### src/rtl/pe_config_loader.sv
// -----------------------------------------------------------------------------
// pe_config_loader
//
// Buffers configuration entries for a PE array in a small FIFO. On a start
// request it drains the FIFO onto init_PE_array/PE_config, one entry per
// cycle. It then waits RUN_GAP idle cycles, pulses run for one cycle, and
// finally pulses done for one cycle.
//
// Ports
//   clk            rising-edge clock
//   rst            synchronous active-high reset
//   cfg_valid      producer offers an entry on cfg_data
//   cfg_ready      entry accepted this cycle (FIFO not full)
//   cfg_data       {row[1:0], unit[2:0], instruction[PE_INST_W-1:0]}
//   start          request to drain the FIFO and then run (honoured in IDLE only)
//   busy           high whenever the loader is not idle
//   done           one-cycle pulse after run
//   init_PE_array  {row one-hot[3:0] (bit3=row 0), unit one-hot[4:0] (bit4=LSU)}
//   PE_config      instruction of the most recently issued entry
//   run            one-cycle start pulse to the PE array
//   err_bad_unit   sticky: an entry with unit index > 4 was issued
// -----------------------------------------------------------------------------
module pe_config_loader #(
    parameter int PE_INST_W  = 24,
    parameter int FIFO_DEPTH = 16,
    parameter int RUN_GAP    = 2
) (
    input  logic                 clk,
    input  logic                 rst,
    input  logic                 cfg_valid,
    output logic                 cfg_ready,
    input  logic [PE_INST_W+4:0] cfg_data,
    input  logic                 start,
    output logic                 busy,
    output logic                 done,
    output logic [8:0]           init_PE_array,
    output logic [PE_INST_W-1:0] PE_config,
    output logic                 run,
    output logic                 err_bad_unit
);

    localparam int AW = (FIFO_DEPTH > 1) ? $clog2(FIFO_DEPTH) : 1;
    localparam int CW = AW + 1;
    localparam int GW = (RUN_GAP > 1) ? $clog2(RUN_GAP) : 1;
    localparam int DW = PE_INST_W + 5;

    typedef enum logic [2:0] {
        IDLE,
        LOAD,
        GAP,
        RUN,
        DONE
    } state_t;

    // ------------------------------------------------------------------ FIFO
    logic [DW-1:0] mem_q [FIFO_DEPTH];
    logic [AW-1:0] wr_ptr_q, wr_ptr_d;
    logic [AW-1:0] rd_ptr_q, rd_ptr_d;
    logic [CW-1:0] count_q,  count_d;
    logic          fifo_empty, fifo_full;
    logic          push, pop;
    logic [DW-1:0] head;

    // ------------------------------------------------------------------ FSM
    state_t               state_q,   state_d;
    logic [GW-1:0]        gap_cnt_q, gap_cnt_d;
    logic [8:0]           init_q,    init_d;
    logic [PE_INST_W-1:0] pe_cfg_q,  pe_cfg_d;
    logic                 err_q,     err_d;

    logic [1:0] head_row;
    logic [2:0] head_unit;
    logic [3:0] row_oh;
    logic [4:0] unit_oh;

    always_comb begin
        fifo_empty = (count_q == '0);
        fifo_full  = (count_q == CW'(FIFO_DEPTH));
        push       = cfg_valid && !fifo_full && !rst;
        pop        = (state_q == LOAD) && !fifo_empty;
        head       = mem_q[rd_ptr_q];

        // Depth is a power of two, so the pointers wrap on natural overflow.
        wr_ptr_d = push ? wr_ptr_q + 1'b1 : wr_ptr_q;
        rd_ptr_d = pop  ? rd_ptr_q + 1'b1 : rd_ptr_q;

        unique case ({push, pop})
            2'b10:   count_d = count_q + 1'b1;
            2'b01:   count_d = count_q - 1'b1;
            default: count_d = count_q;
        endcase
    end

    // Entry decode: row r -> bit (3-r), unit u -> bit (4-u); units 5..7 select nothing.
    always_comb begin
        head_row  = head[PE_INST_W+4:PE_INST_W+3];
        head_unit = head[PE_INST_W+2:PE_INST_W];
        row_oh    = 4'b1000 >> head_row;
        unit_oh   = (head_unit <= 3'd4) ? (5'b10000 >> head_unit) : 5'b00000;
    end

    always_comb begin
        state_d   = state_q;
        gap_cnt_d = gap_cnt_q;
        init_d    = init_q;
        pe_cfg_d  = pe_cfg_q;
        err_d     = err_q;

        unique case (state_q)
            IDLE: begin
                init_d = '0;
                if (start) begin
                    state_d = LOAD;
                end
            end
            LOAD: begin
                // Entries pushed while draining are seen here too, so they
                // go out in the same pass as long as the FIFO has not emptied.
                if (pop) begin
                    init_d   = {row_oh, unit_oh};
                    pe_cfg_d = head[PE_INST_W-1:0];
                    if (head_unit > 3'd4) begin
                        err_d = 1'b1;
                    end
                end else begin
                    init_d    = '0;
                    gap_cnt_d = '0;
                    state_d   = GAP;
                end
            end
            GAP: begin
                init_d = '0;
                if (gap_cnt_q == GW'(RUN_GAP - 1)) begin
                    state_d = RUN;
                end else begin
                    gap_cnt_d = gap_cnt_q + 1'b1;
                end
            end
            RUN: begin
                init_d  = '0;
                state_d = DONE;
            end
            DONE: begin
                init_d  = '0;
                state_d = IDLE;
            end
            default: begin
                init_d  = '0;
                state_d = IDLE;
            end
        endcase
    end

    always_ff @(posedge clk) begin
        if (rst) begin
            state_q   <= IDLE;
            gap_cnt_q <= '0;
            init_q    <= '0;
            pe_cfg_q  <= '0;
            err_q     <= 1'b0;
            wr_ptr_q  <= '0;
            rd_ptr_q  <= '0;
            count_q   <= '0;
        end else begin
            state_q   <= state_d;
            gap_cnt_q <= gap_cnt_d;
            init_q    <= init_d;
            pe_cfg_q  <= pe_cfg_d;
            err_q     <= err_d;
            wr_ptr_q  <= wr_ptr_d;
            rd_ptr_q  <= rd_ptr_d;
            count_q   <= count_d;
        end
    end

    // Storage needs no reset; occupancy is tracked by the pointers and count.
    always_ff @(posedge clk) begin
        if (push) begin
            mem_q[wr_ptr_q] <= cfg_data;
        end
    end

    assign cfg_ready     = !fifo_full;
    assign busy          = (state_q != IDLE);
    assign run           = (state_q == RUN);
    assign done          = (state_q == DONE);
    assign init_PE_array = init_q;
    assign PE_config     = pe_cfg_q;
    assign err_bad_unit  = err_q;

endmodule

### config.mk
export PLATFORM = sky130hd
export DESIGN_NAME = pe_config_loader
export DESIGN_NICKNAME = d
export VERILOG_FILES = /design/src/rtl/pe_config_loader.sv
export SDC_FILE = /design/constraint.sdc
export NUM_CORES = 1
export LEC_CHECK = 0
export CORE_MARGIN = 4
export CORE_UTILIZATION = 60
export DETAILED_ROUTE_END_ITERATION = 7
export PLACE_DENSITY = 0.78
export SETUP_SLACK_MARGIN = 0.2
export SYNTH_ARGS = -nofsm -noshare
export SYNTH_HDL_FRONTEND = slang
export SYNTH_SLANG_ARGS = --single-unit
### constraint.sdc
create_clock -name clk -period 7.88 [get_ports clk]
set_input_delay 2.364 -clock clk [delete_from_list [all_inputs] [get_ports clk]]
set_output_delay 2.364 -clock clk [all_outputs]
set_load 0.005 [all_outputs]
== Word level (Yosys, flattened, before mapping) ==
Memories as Yosys holds them, arrays and structs flattened. A register that Yosys moved wholly into a read port is not among the register bits.
Cells that the tools add are included.

* Register bits after elaboration: 51
* Memory bits (writable): 464
* Output and inout bits: 38
* Word-level logic and storage cells: 61
* Memories kept: 1

{| class="wikitable"
|+ Memories
! name !! depth !! width !! rd ports !! clocked after Yosys merged registers in !! wr ports !! RTL line !! RTL
|-
| mem_q || 16 || 29 || 1 || 1 || 1 || 56 || <nowiki>logic [DW-1:0] mem_q [FIFO_DEPTH];</nowiki>
|}

* Add/sub/neg operators: 5
* $lt $le $gt $ge: 2
* Equality and inequality tests: 10
* Shift-type cells: 2
* Muxes and demuxes: 12
* Bitwise gates (word level): 3
* Reduce and logical (&&, ||, !) cells: 17

{| class="wikitable"
|+ Operators by type and width
! operator !! count
|-
| 3-bit case mux with 4 select lines || 1
|-
| 5-bit case mux with 2 select lines || 1
|-
| 3-bit two-way mux || 3
|-
| 4-bit by 1-bit adder with 4-bit output, second input constant || 2
|-
| 4-bit two-way mux || 2
|-
| 3-bit by 2-bit equality test with 1-bit output, second input constant || 2
|-
| 2-bit inequality test, second input constant || 3
|-
| 3-bit AND reduction || 2
|-
| 5-bit by 1-bit adder with 5-bit output, second input constant || 1
|-
| 5-bit equality test, second input constant || 1
|-
| 5-bit zero test || 1
|-
| 5-bit by 3-bit >> shifter with 5-bit output, first input constant || 1
|-
| 5-bit by 1-bit subtractor with 5-bit output, second input constant || 1
|-
| 1-bit two-way mux || 4
|-
| 2-bit AND reduction || 2
|-
| 2-bit nonzero test || 2
|-
| 4-bit OR reduction || 1
|-
| 4-bit by 2-bit >> shifter with 4-bit output, first input constant || 1
|-
| 3-bit by 1-bit equality test with 1-bit output, second input constant || 1
|-
| 3-bit equality test, second input constant || 1
|-
| 3-bit > comparator, second input constant || 1
|-
| 3-bit less-or-equal comparator, second input constant || 1
|-
| 1-bit logical AND || 3
|-
| 1-bit zero test || 3
|-
| other kinds (8) || 10
|}

== Longest topological paths before layout ==
* Depth after elaboration: 6
* Mapped depth: 13
* Gate-level depth less buffers: 11

== Worst setup path after synthesis ==
Ideal clock, no wire load.

* Kind: input port to flip-flop
* From: input rst
* To: memory mem_q[3][0] (netlist bit), enable pin
* Setup time: 0.451 ns
* Arrival: 5.004 ns
* Required time: 7.429 ns
* Path slack: 2.425 ns
* Cell stages on the path: 3
* Buffers on the path: 0
* Cell sequence: a211oi_1 > nand2_1 > nor3_1

* Longest elaborated chain between the ends: 4

{| class="wikitable"
|+ RTL lines
! what !! RTL line !! RTL
|-
| start, declared || 29 || <nowiki>input logic rst,</nowiki>
|-
| 1-bit zero test || 79 || <nowiki>push = cfg_valid && !fifo_full && !rst;</nowiki>
|-
| 1-bit logical AND || 79 ||
|-
| 1-bit two-way mux || 178 || <nowiki>if (push) begin</nowiki>
|-
| 1-bit two-way mux (not written as such) || 179 || <nowiki>mem_q[wr_ptr_q] <= cfg_data;</nowiki>
|-
| end, declared || 56 ||
|}

Every way passes these cells.

== Worst setup path in the final report ==
* From: input rst
* To: register count_q[4]

* Longest elaborated chain between the ends: 4
* Elaborated cells between the ends (all ways): 6
* Classes of those cells: eq/ne (2); mux (1); reduce/logical (3)

{| class="wikitable"
|+ RTL lines
! what !! RTL line !! RTL
|-
| 1-bit zero test || 79 ||
|-
| 1-bit logical AND || 79 ||
|-
| 2-bit by 1-bit equality test with 1-bit output / 2-bit equality test (equally long branches) || 87 || <nowiki>unique case ({push, pop})</nowiki>
|-
| 5-bit case mux with 2 select lines / 2-bit nonzero test (equally long branches) || n/a ||
|-
| end signal, assigned || 172 || <nowiki>count_q <= count_d;</nowiki>
|-
| end, declared || 59 || <nowiki>logic [CW-1:0] count_q, count_d;</nowiki>
|}

Parallel ways exist; a longest one is shown, timed or not.
A chain may end at the register's enable or synchronous reset.

==> qor.csv <==
metric,value,unit
internal power consumption,4.44,mW
"commonest cells after routing, fill and taps aside","edfxtp_1, mux4_2, clkdlybuf4s50_1",
area share of the leading cell type in the synthesized netlist,71.2,%
"EDFF count, synth",464,
post-placement cell area,20700,µm²
Maximum Capacitance Violations,0,
synthesized area divided by synthesized cell count,22.4,µm²
relative contribution of the clock network to total power,40.1,%
highest attainable clock frequency,0.186,GHz
Comb power frac,5.3,%
CTS tree,done,
"commonest non-fill, non-tap cell in the layout",edfxtp_1,
CP arrival,5.86,ns
first-pass detailed-route iteration total,5,
series of cell instances along the critical path,"clkdlybuf4s50_1, a211oi_1, inv_1, ha_1, xor2_1, ha_1, or3b_1, o221a_1, or3_1, a21oi_1",
Post-DRT Antenna Nets,0,
buffer cell driving the clock tree root,clkbuf_16,
overall power consumption,5.61,mW
layout cell share with drive strength beyond 1,24.1,%
sequential share of the synthesized area,76.8,%
net total in the final layout,1002,
fraction of synthesis flops using an asynchronous set or reset pin,0,%
worst ir drop on vdd,193,µV
global-route wire length before repair,60.7,mm
mean number of vias per cell,6.34,
mean routed wirelength per cell,27.2,µm
most area-consuming cells after synthesis,"edfxtp_1, mux4_2, dfxtp_1, a22o_1, nor2_1",
pin slew with the least headroom to its limit,1.15,ns
number of nets produced by synthesis,915,
worst clock skew,0.0120,ns
cell type contributing the most total cell area after synthesis,edfxtp_1,
filler instances,1886,
sw power,1.16,mW
met3 layer wire length in the routed design,2.54,mm
register share of total power,54.6,%
time the final worst path needs with I/O delays and setup,5.39,ns
unrepaired setup endpoints after global routing,false,
Starting Density,61.4,%
layout overhead on the synthesized area,13.8,%
met2 WL post-DR,20.2,mm
maximum number of pins on one net before global-route repair,65,
final routed DRC violation total,0,
library cell appearing most often on the critical path,ha_1,
Final Max Tran Viols,0,
placer congestion estimate,0.721,
Slowest cell on crit path,clkdlybuf4s50_1,
Seq cells post-synth,519,
CTS Sinks,519,
Final setup viols,0,
# IOs,71,
number of cells upsized or downsized after cts,0,
count of warnings emitted by yosys,0,
Antenna Cells,0,
uppermost routed layer,met4,
top flip-flop cell by instance count after synthesis,edfxtp_1,
hpwl dp,20.3,mm
synthesized instance count,874,
total negative setup slack,0,ns
highest cell delay on the worst timing path,0.82,ns
count of hold buffers inserted by post-cts repair,0,
final core utilization,69.9,%
combined area of all synthesized cells,19600,µm²
worst min path class,reg -> reg,
H-tree levels,2,
postcts setup bufs,0,
result of the run,"finished, final reports clean",
CTS Buf Count,51,
Max clock buf depth,3,
global route total overflow,0,
area of the die,35600,µm²
Fin. Hold Viols,0,
power per cell area,252,nW/µm²
Final Cycle Share,68.4,%
relative max-transition margin,23.3,%
all-layer global routing usage,22.7,%
Critical Setup Path Class,in -> reg,
DRT Wirelength,39.2,mm
post-layout instance area,22300,µm²
number of vias after detailed routing,9118,
Worst Setup End Kind,flip-flop,
clock latency at the later pin of the worst-skew pair,0.56,ns
core region area,31900,µm²
Post-Route M1 WL,15.8,mm
biggest fanout along the worst timing path,20,
Netlist cell types,41,
horizontal die dimension,189,µm
vias in the first global route,9499,
crit path launch type,input pin,
sw frac,20.8,%
static leakage power,6.84,nW
floorplan row count,65,
clock edge transition at the registers on the reported setup and hold paths,0.06,ns
data required time of the critical path,8.36,ns
number of I/O port buffers,70,
vertical extent of the die,189,µm
number of antenna violations at the first check in global routing,0,
number of violations reported at the end of detailed-routing iteration 0,928,
Final Hold Slack,0.461,ns
==> cells in the mapped netlist (5+ instances only) <==
library cell	n
mux4_2	142
a22o_1	24
a21oi_1	10
buf_2	7
nand2b_1	5
nand2_1	20
nor2_1	31
xor2_1	7
nor3_1	9
inv_1	6
ha_1	8
buf_4	5
clkbuf_1	23
edfxtp_1	464
dfxtp_1	55
==> cell type report <==
type / count / area, µm² / share of cell area (%)
sequential: 519 / 15000 / 67.5
tap: 435 / 544 / 2.44
multi-input combinational: 303 / 4350 / 19.5
clock buffer: 80 / 1450 / 6.49
clock inverter: 15 / 101 / 0.455
inverter: 7 / 26.3 / 0.118
timing repair buffer: 79 / 768 / 3.45
==> layer usage <==
layer | track usage, % | vias to the layer above
li1 | - | 3839
met1 | 33.3 | 4835
met2 | 37.4 | 393
met3 | 3.28 | 51
met4 | 5.49 | 0
met5 | 0 | -
==> cells by family (layout without fill, tap and decap cells) <==
| group | count (synthesis) | in the layout | synth area share (%) |
|---|---|---|---|
| muxes | 147 | 147 | 16.6 |
| and+or+nand+nor | 90 | 90 | 2.22 |
| AOI/OAI and AO/OA | 48 | 48 | 1.89 |
| adders and majority gates | 8 | 8 | 0.511 |
| DFF | 519 | 519 | 76.8 |
| buffers and inverters | 52 | 181 | 1.55 |
| xor gates and xnor gates | 10 | 10 | 0.447 |
==> path summary, 6_finish.rpt <==
check	end	cells past startpoint	start	slack [ns]
worst max-delay path	count_q[4]	10	rst	2.49
worst min-delay path	err_bad_unit	1	err_bad_unit	0.46
worst max register to register	count_q[4]	10	count_q[1]	4.63
worst min register to register	err_bad_unit	1	err_bad_unit	0.46
==> worst max-delay path: cells and delay by family <==
kind,cells,cell delay [ns]
buffers and inverters,2,0.97
adder cells (fa/ha/maj),2,0.59
AO/OA/AOI/OAI,3,1.07
AND/OR/NAND/NOR,2,0.69
XOR/XNOR,1,0.18
==> power by group through the flow <==
stage	Combinational [mW]	Sequential (mW)	Clock, mW
2_1_floorplan	0.208	3.10	0
3_3_place_gp	0.290	3.12	0
3_5_place_dp	0.298	3.12	0
4_1_cts	0.302	3.06	2.28
5_1_grt	0.321	3.06	2.42
6_report	0.299	3.06	2.25
==> flip-flops by register name (all words and copies together) (netlist names), named ones only <==
signal / count
gap_cnt_q: 1
rd_ptr_q: 4
init_PE_array: 9
wr_ptr_q: 4
err_bad_unit: 1
state_q: 3
count_q: 5
mem_q: 464
PE_config: 24
==> metrics by stage <==
stage               instances  worst slack (ns)
detailed placement       1343              2.02
global route             1438              2.22
global placement         1343              2.02
floorplan                 874              2.43
CTS                      1438              2.60
finish                   1438              2.49
(Power assumes the default switching activity.)
